[config.mk]
export PLATFORM = sky130hd
export DESIGN_NAME = perif_uart_tx
export DESIGN_NICKNAME = d
export VERILOG_FILES = /design/src/rtl/perif_pkg.sv /design/src/rtl/sync_fifo.sv /design/src/rtl/perif_uart_tx.sv
export SDC_FILE = /design/constraint.sdc
export NUM_CORES = 1
export LEC_CHECK = 0
export CAP_MARGIN = 10
export CORE_UTILIZATION = 35
export DETAILED_ROUTE_END_ITERATION = 16
export PLACE_DENSITY = 0.74
export SYNTH_ARGS = -nofsm -noshare
export SYNTH_HDL_FRONTEND = slang
export SYNTH_SLANG_ARGS = --single-unit
[constraint.sdc]
create_clock -name clock -period 5.67 [get_ports clock]
set_input_delay 1.134 -clock clock [delete_from_list [all_inputs] [get_ports clock]]
set_output_delay 1.134 -clock clock [all_outputs]
set_load 0.005 [all_outputs]
[src/rtl/perif_pkg.sv]
// Shared definitions for the PERIF-region UART transmitter.
//
// Contents:
//   - register offsets selected by address[4:3]
//   - STATUS and CTRL bit positions
//   - transmit FSM state encoding (IDLE must stay 0)
//   - baud divisor width and a helper that maps a divisor of 0 to 1
package perif_pkg;

  // Register offsets as seen on address[4:3]
  localparam logic [1:0] REG_TXDATA  = 2'd0;
  localparam logic [1:0] REG_STATUS  = 2'd1;
  localparam logic [1:0] REG_BAUDDIV = 2'd2;
  localparam logic [1:0] REG_CTRL    = 2'd3;

  // STATUS bit positions
  localparam int STAT_BUSY     = 0;
  localparam int STAT_FULL     = 1;
  localparam int STAT_EMPTY    = 2;
  localparam int STAT_COUNT_LO = 3;
  localparam int STAT_COUNT_W  = 3;
  localparam int STAT_OVF      = 6;

  // CTRL bit positions
  localparam int CTRL_TXEN  = 0;
  localparam int CTRL_IRQEN = 1;

  // Width of the baud divisor register and baud counter
  localparam int DIV_W = 16;

  // Transmit FSM states
  typedef enum logic [1:0] {
    ST_IDLE  = 2'd0,
    ST_START = 2'd1,
    ST_DATA  = 2'd2,
    ST_STOP  = 2'd3
  } txState_e;

  // A programmed divisor of zero would give a zero-length bit, so it is
  // treated as one clock per bit.
  function automatic logic [DIV_W-1:0] effDiv(input logic [DIV_W-1:0] div);
    return (div == '0) ? DIV_W'(1) : div;
  endfunction

endpackage

[src/rtl/sync_fifo.sv]
// Small synchronous first-word-fall-through FIFO.
//
// Ports:
//   clock_i     system clock
//   reset_i     synchronous active-high reset, empties the FIFO
//   push_i      write pushData_i this edge (dropped when full and no pop)
//   pushData_i  data to store
//   pop_i       discard the head entry this edge (ignored when empty)
//   popData_o   current head entry, valid while empty_o is low
//   full_o      count_o == DEPTH
//   empty_o     count_o == 0
//   count_o     number of stored entries
//
// A push and a pop on the same edge are both honoured, including when
// the FIFO is full: the head is consumed while the new entry takes the
// freed slot.
module sync_fifo #(
  parameter int WIDTH = 8,
  parameter int DEPTH = 4
) (
  input  logic                     clock_i,
  input  logic                     reset_i,
  input  logic                     push_i,
  input  logic [WIDTH-1:0]         pushData_i,
  input  logic                     pop_i,
  output logic [WIDTH-1:0]         popData_o,
  output logic                     full_o,
  output logic                     empty_o,
  output logic [$clog2(DEPTH):0]   count_o
);

  localparam int PTR_W = $clog2(DEPTH);
  localparam int CNT_W = PTR_W + 1;

  logic [WIDTH-1:0] mem_q [DEPTH];
  logic [PTR_W-1:0] wrPtr_q, wrPtr_d;
  logic [PTR_W-1:0] rdPtr_q, rdPtr_d;
  logic [CNT_W-1:0] count_q, count_d;
  logic             doPush;
  logic             doPop;

  assign full_o    = (count_q == CNT_W'(DEPTH));
  assign empty_o   = (count_q == '0);
  assign count_o   = count_q;
  assign popData_o = mem_q[rdPtr_q];

  // Work out which requests actually take effect this edge and the
  // resulting pointer/count values. Pointers wrap naturally because
  // DEPTH is a power of two.
  always_comb begin
    doPop   = pop_i && !empty_o;
    doPush  = push_i && (!full_o || doPop);
    wrPtr_d = wrPtr_q;
    rdPtr_d = rdPtr_q;
    count_d = count_q;
    if (doPush) begin
      wrPtr_d = wrPtr_q + 1'b1;
    end
    if (doPop) begin
      rdPtr_d = rdPtr_q + 1'b1;
    end
    case ({doPush, doPop})
      2'b10:   count_d = count_q + 1'b1;
      2'b01:   count_d = count_q - 1'b1;
      default: count_d = count_q;
    endcase
  end

  // Pointer and occupancy registers
  always_ff @(posedge clock_i) begin
    if (reset_i) begin
      wrPtr_q <= '0;
      rdPtr_q <= '0;
      count_q <= '0;
    end else begin
      wrPtr_q <= wrPtr_d;
      rdPtr_q <= rdPtr_d;
      count_q <= count_d;
    end
  end

  // Storage array; contents need no reset since count gates visibility
  always_ff @(posedge clock_i) begin
    if (doPush) begin
      mem_q[wrPtr_q] <= pushData_i;
    end
  end

endmodule

[src/rtl/perif_uart_tx.sv]
// Memory-mapped UART transmitter (8N1, LSB first) in the PERIF region.
//
// Ports:
//   clock        system clock
//   reset        synchronous active-high reset
//   cs           peripheral select
//   address      byte address, bits [4:3] pick the register
//   write_en     1 = store, 0 = load (qualified by cs)
//   size         access size, not used by this block
//   data_in      store data
//   data_out     load data, zero when not reading
//   data_out_en  high while cs && !write_en
//   tx           serial output, idles high
//   tx_irq       registered interrupt: irq_en && FIFO empty && FSM idle
//
// Registers (address[4:3]):
//   0 TXDATA  (W)   push data_in[7:0], reads 0
//   1 STATUS  (R/W) {ovf, count[2:0], empty, full, busy}; write 1 to bit6 clears ovf
//   2 BAUDDIV (R/W) clock cycles per bit, 0 behaves as 1
//   3 CTRL    (R/W) {irq_en, tx_enable}
module perif_uart_tx
  import perif_pkg::*;
#(
  parameter int               FIFO_DEPTH = 4,
  parameter logic [DIV_W-1:0] DIV_RESET  = 16'd4,
  parameter int               DATA_W     = 64
) (
  input  logic              clock,
  input  logic              reset,
  input  logic              cs,
  input  logic [31:0]       address,
  input  logic              write_en,
  input  logic [1:0]        size,
  input  logic [DATA_W-1:0] data_in,
  output logic [DATA_W-1:0] data_out,
  output logic              data_out_en,
  output logic              tx,
  output logic              tx_irq
);

  localparam int CNT_W = $clog2(FIFO_DEPTH) + 1;

  // Bus decode
  logic [1:0] regSel;
  logic       wrStrobe;
  logic       rdStrobe;
  logic       pushReq;

  // FIFO interface
  logic             popReq;
  logic [7:0]       fifoHead;
  logic             fifoFull;
  logic             fifoEmpty;
  logic [CNT_W-1:0] fifoCount;

  // Register file
  logic [DIV_W-1:0] baudDiv_q, baudDiv_d;
  logic             txEn_q, txEn_d;
  logic             irqEn_q, irqEn_d;
  logic             overflow_q, overflow_d;

  // Transmit engine
  txState_e         state_q, state_d;
  logic [DIV_W-1:0] baudCnt_q, baudCnt_d;
  logic [DIV_W-1:0] bitDiv_q, bitDiv_d;
  logic [2:0]       bitCnt_q, bitCnt_d;
  logic [7:0]       shift_q, shift_d;
  logic             tx_q, tx_d;
  logic             irq_q, irq_d;
  logic             bitEnd;
  logic             busy;

  // Read data before the output enable gate
  logic [DATA_W-1:0] rdData;

  // Address bits outside [4:3], the access size and the upper store data
  // have no meaning for this block.
  logic unusedBits;
  assign unusedBits = ^{address[31:5], address[2:0], size, data_in[DATA_W-1:DIV_W]};

  assign regSel      = address[4:3];
  assign wrStrobe    = cs && write_en;
  assign rdStrobe    = cs && !write_en;
  assign pushReq     = wrStrobe && (regSel == REG_TXDATA);
  assign data_out_en = rdStrobe;
  assign busy        = (state_q != ST_IDLE);
  assign tx          = tx_q;
  assign tx_irq      = irq_q;

  sync_fifo #(
    .WIDTH (8),
    .DEPTH (FIFO_DEPTH)
  ) uFifo (
    .clock_i    (clock),
    .reset_i    (reset),
    .push_i     (pushReq),
    .pushData_i (data_in[7:0]),
    .pop_i      (popReq),
    .popData_o  (fifoHead),
    .full_o     (fifoFull),
    .empty_o    (fifoEmpty),
    .count_o    (fifoCount)
  );

  // Register writes. Overflow is raised only when a push is actually
  // refused, i.e. the FIFO is full and the transmitter is not popping on
  // the same edge. A clear and a refused push cannot collide because they
  // target different registers.
  always_comb begin
    baudDiv_d  = baudDiv_q;
    txEn_d     = txEn_q;
    irqEn_d    = irqEn_q;
    overflow_d = overflow_q;
    if (wrStrobe) begin
      case (regSel)
        REG_STATUS: begin
          if (data_in[STAT_OVF]) begin
            overflow_d = 1'b0;
          end
        end
        REG_BAUDDIV: baudDiv_d = data_in[DIV_W-1:0];
        REG_CTRL: begin
          txEn_d  = data_in[CTRL_TXEN];
          irqEn_d = data_in[CTRL_IRQEN];
        end
        default: ;
      endcase
    end
    if (pushReq && fifoFull && !popReq) begin
      overflow_d = 1'b1;
    end
  end

  // Register file state
  always_ff @(posedge clock) begin
    if (reset) begin
      baudDiv_q  <= DIV_RESET;
      txEn_q     <= 1'b1;
      irqEn_q    <= 1'b0;
      overflow_q <= 1'b0;
    end else begin
      baudDiv_q  <= baudDiv_d;
      txEn_q     <= txEn_d;
      irqEn_q    <= irqEn_d;
      overflow_q <= overflow_d;
    end
  end

  // Combinational read mux; loads always return a zero-extended word.
  always_comb begin
    rdData = '0;
    case (regSel)
      REG_STATUS: begin
        rdData[STAT_BUSY]                         = busy;
        rdData[STAT_FULL]                         = fifoFull;
        rdData[STAT_EMPTY]                        = fifoEmpty;
        rdData[STAT_COUNT_LO +: STAT_COUNT_W]     = STAT_COUNT_W'(fifoCount);
        rdData[STAT_OVF]                          = overflow_q;
      end
      REG_BAUDDIV: rdData[DIV_W-1:0] = baudDiv_q;
      REG_CTRL: begin
        rdData[CTRL_TXEN]  = txEn_q;
        rdData[CTRL_IRQEN] = irqEn_q;
      end
      default: rdData = '0;
    endcase
    data_out = rdStrobe ? rdData : '0;
  end

  // Transmit FSM next state. The divisor is captured into bitDiv at the
  // start of each frame so BAUDDIV writes during a frame only affect the
  // next one. tx_enable is only consulted in IDLE, so clearing it lets a
  // frame in progress run to its stop bit. Because leaving IDLE needs a
  // full cycle in IDLE, frames are always separated by one idle cycle.
  always_comb begin
    state_d   = state_q;
    baudCnt_d = baudCnt_q;
    bitDiv_d  = bitDiv_q;
    bitCnt_d  = bitCnt_q;
    shift_d   = shift_q;
    popReq    = 1'b0;
    bitEnd    = (baudCnt_q == (bitDiv_q - 16'd1));

    if (state_q != ST_IDLE) begin
      baudCnt_d = bitEnd ? '0 : (baudCnt_q + 16'd1);
    end

    case (state_q)
      ST_IDLE: begin
        if (txEn_q && !fifoEmpty) begin
          popReq    = 1'b1;
          shift_d   = fifoHead;
          bitDiv_d  = effDiv(baudDiv_q);
          bitCnt_d  = '0;
          baudCnt_d = '0;
          state_d   = ST_START;
        end
      end
      ST_START: begin
        if (bitEnd) begin
          bitCnt_d = '0;
          state_d  = ST_DATA;
        end
      end
      ST_DATA: begin
        if (bitEnd) begin
          shift_d = {1'b0, shift_q[7:1]};
          if (bitCnt_q == 3'd7) begin
            state_d = ST_STOP;
          end else begin
            bitCnt_d = bitCnt_q + 3'd1;
          end
        end
      end
      ST_STOP: begin
        if (bitEnd) begin
          state_d = ST_IDLE;
        end
      end
      default: state_d = ST_IDLE;
    endcase

    // The line level is registered from the next state so tx changes on
    // the same edge as the FSM and never glitches.
    case (state_d)
      ST_START: tx_d = 1'b0;
      ST_DATA:  tx_d = shift_d[0];
      default:  tx_d = 1'b1;
    endcase

    irq_d = irqEn_q && fifoEmpty && (state_q == ST_IDLE);
  end

  // Transmit engine state; reset aborts any frame and forces the line high
  always_ff @(posedge clock) begin
    if (reset) begin
      state_q   <= ST_IDLE;
      baudCnt_q <= '0;
      bitDiv_q  <= effDiv(DIV_RESET);
      bitCnt_q  <= '0;
      shift_q   <= '0;
      tx_q      <= 1'b1;
      irq_q     <= 1'b0;
    end else begin
      state_q   <= state_d;
      baudCnt_q <= baudCnt_d;
      bitDiv_q  <= bitDiv_d;
      bitCnt_q  <= bitCnt_d;
      shift_q   <= shift_d;
      tx_q      <= tx_d;
      irq_q     <= irq_d;
    end
  end

endmodule

==> summary.md <==
| Metric | Value |
|---|---|
| Status | `complete, no violations` |
| Vias | `3831` |
| Yosys reg bits | `107` |
| Critical path's most frequent cell | `clkdlybuf4s50_1` |
| Postcts setup bufs | `0` |
| Slowest stage delay, CP | `0.54 ns` |
| Chip height | `125.3 um` |
| Share of Yosys cell area claimed by the top area cell type | `28.21%` |
| Nets | `684` |
| Hold Vio Cnt, Final | `0` |
| Share of post-route cells with drive strength above 1 | `6.283%` |
| Pre-antenna DRT Iters | `11` |
| Clk slew on worst S/H paths | `0.07 ns` |
| Power Density | `347.8 mW/mm^2` |
| Num CTS Buffers | `9` |
| CTS tree | `done` |
| Area Overhead vs Synth | `11.89%` |
| CP max stage cell | `clkdlybuf4s50_1` |
| Vias in the first global route | `3533` |
| Crit Path Max Fanout | `18` |
| Sequential share of the synthesized area | `46.26%` |
| HP Class | `reg -> reg` |
| H-tree depth | `3` |
| Min Clock Period, post-route | `4.239 ns` |
| Die width | `125.3 um` |
| Starting Density | `36.21%` |
| Setup TNS Final | `0 ns` |
| Crit path launch type | `input pin` |
| Worst EP arrival | `3.10 ns` |
| Synth top area cells | `dfxtp_1, edfxtp_1, buf_4` |
| CTS resizes | `0` |
| Initial antenna violation count | `0` |
| WHS Path Cells | `2` |
| Global placement routability congestion | `0.8253` |
| CP Class | `in -> out` |
| Final hold slack | `0.4665 ns` |
| Worst-path cell chain | `clkdlybuf4s50_1, inv_1, ha_1, a222oi_1, nor3_1, clkdlybuf4s50_1` |
| Tcrit/Tclk final | `74.76%` |
| Fin. max-slew vios | `0` |
| Synth top cells by count | `dfxtp_1, nand2_1, buf_4` |
| Routed wire length | `10480 um` |
| Most common cell in the netlist | `dfxtp_1` |
| Worst vdd ir | `0.2209 mV` |
| CTS max path bufs | `2` |
| Routed Antenna Nets | `0` |
| Syn avg cell area | `9.857 sq um` |
| DR vias/cell | `5.061` |
| Yosys warning total | `0` |
| Synth cell types | `61` |
| Top_reg_cell synth | `dfxtp_1` |
| FFs w/ async S/R, synth | `0%` |
| Total overflow reported by the global router | `0` |
| Starting DRT DRC Count | `204` |
| R2r worst-path depth | `9` |
| GR Util All Layers | `13.77%` |
| Leak pwr | `2.215 nW` |
| Die ar. | `0.01571 sq mm` |
| Core area | `0.01470 sq mm` |
| First-pass GRT wire length | `17430 um` |
| Clock skew | `0.008482 ns` |
| CP endpoint kind | `primary output` |
| Slew @ Worst Pin | `1.049 ns` |
| Hold Buf Count CTS | `0` |
| Final setup vio count | `0` |
| Final HPWL DP | `7619 um` |
| WL per Instance | `13.85 um` |
| Root buf cell | `clkbuf_16` |
| Area leader, netlist | `dfxtp_1` |
| Mapped Cells | `540` |
| IO buf count | `40` |
| Max_slew headroom | `29.81%` |
| Synthesized cell area | `0.005323 sq mm` |
| Later-pin clock latency in the skew report | `0.35 ns` |
| RSZ-0062 raised after global routing | `no` |
| IO Pins | `169` |
| Row count | `44` |
| Max-cap check violation count | `0` |
| Post-synth EDFFs | `32` |
| DRC | `0` |
| F_max | `235.9 MHz` |
| Largest net degree at the start of global routing | `43` |
| Worst endpoint required time | `4.54 ns` |
| Power Total | `2.071 mW` |
| Clock sink count | `107` |
| Diode count | `0` |
flip-flops by register name, indices dropped and copies added, names as in the netlist, named ones only:
| signal | flops |
|---|---|
| uFifo.mem_q | 32 |
| baudCnt_q | 16 |
| baudDiv_q | 16 |
| bitDiv_q | 16 |
| shift_q | 8 |
| bitCnt_q | 3 |
| uFifo.count_o | 3 |
| state_q | 2 |
| uFifo.rdPtr_q | 2 |
| uFifo.wrPtr_q | 2 |
| irqEn_q | 1 |
| overflow_q | 1 |
| tx | 1 |
| txEn_q | 1 |
| tx_irq | 1 |
kinds of logic (layout without fill, tap and decap cells):
family / count (synthesis) / after routing / share of synthesized area (%)
flip-flops: 107 / 107 / 46.26
adder cells (fa/ha/maj): 14 / 14 / 3.432
other: 1 / 48 / 0.07045
multiplexers: 11 / 11 / 4.043
AO/OA/AOI/OAI: 95 / 95 / 12.36
XOR/XNOR: 38 / 38 / 6.253
AND/OR/NAND/NOR: 186 / 186 / 17.70
buffers and inverters: 88 / 74 / 9.873
metal layers:
layer	vias up	GRT usage [%]	share of wire, %
li1	1879	-	-
met1	1831	18.65	47
met4	0	6.456	1.9
met5	-	0	0
met3	14	1.840	4.4
met2	107	21.82	46
critical path: cells and delay by family:
family / cells / cell delay, ns
buffers and inverters: 3 / 1.13
AO/OA/AOI/OAI: 1 / 0.16
AND/OR/NAND/NOR: 1 / 0.18
adder cells (fa/ha/maj): 1 / 0.50
final cells by class:
class | count | area, sq um
sequential | 107 | 2462
clock buffer | 10 | 229.0
clock inverter | 6 | 47.55
fill | 1414 | 8743
tap | 184 | 230.2
inverter | 16 | 60.06
multi-input combinational | 392 | 2511
timing repair buffer | 42 | 415.4
layout by cell type, fill, tap and decap left out, types with 13 or more instances in the layout:
cell             count
a21oi_1             34
a22o_1              13
and3_1              18
clkdlybuf4s50_1     40
conb_1              48
dfxtp_1             75
edfxtp_1            32
ha_1                13
inv_1               16
nand2_1             56
nand3_1             14
nor2_1              43
xnor2_1             18
xor2_1              20
per-stage QoR:
step           instances  area (sq um)  util, %  setup WS, ns
3_5_place_dp         741          5679    38.64         1.454
3_3_place_gp         741          5679    38.64         1.427
2_1_floorplan        587          5499        -         2.530
4_1_cts              757          5956    40.52         1.433
6_report             757          5956    40.52         1.431
5_1_grt              757          5956    40.52         1.273
where the power goes:
part	internal [mW]	total [mW]	leakage, nW	switching [mW]
combinational	0.246	0.562	1.18	0.316
sequential	0.852	0.927	0.897	0.0744
clock	0.303	0.582	0.134	0.280
total	1.40	2.07	2.21	0.670
final timing paths:
path | from | endpoint | slack [ns]
setup / recovery | address[3] | data_out[1] | 1.43
hold / removal | bitCnt_q[2] | bitCnt_q[2] | 0.47
setup reg to reg | bitDiv_q[0] | baudCnt_q[15] | 2.29
hold reg to reg | bitCnt_q[2] | bitCnt_q[2] | 0.47
Note: power is estimated with default switching activity, not from simulation.
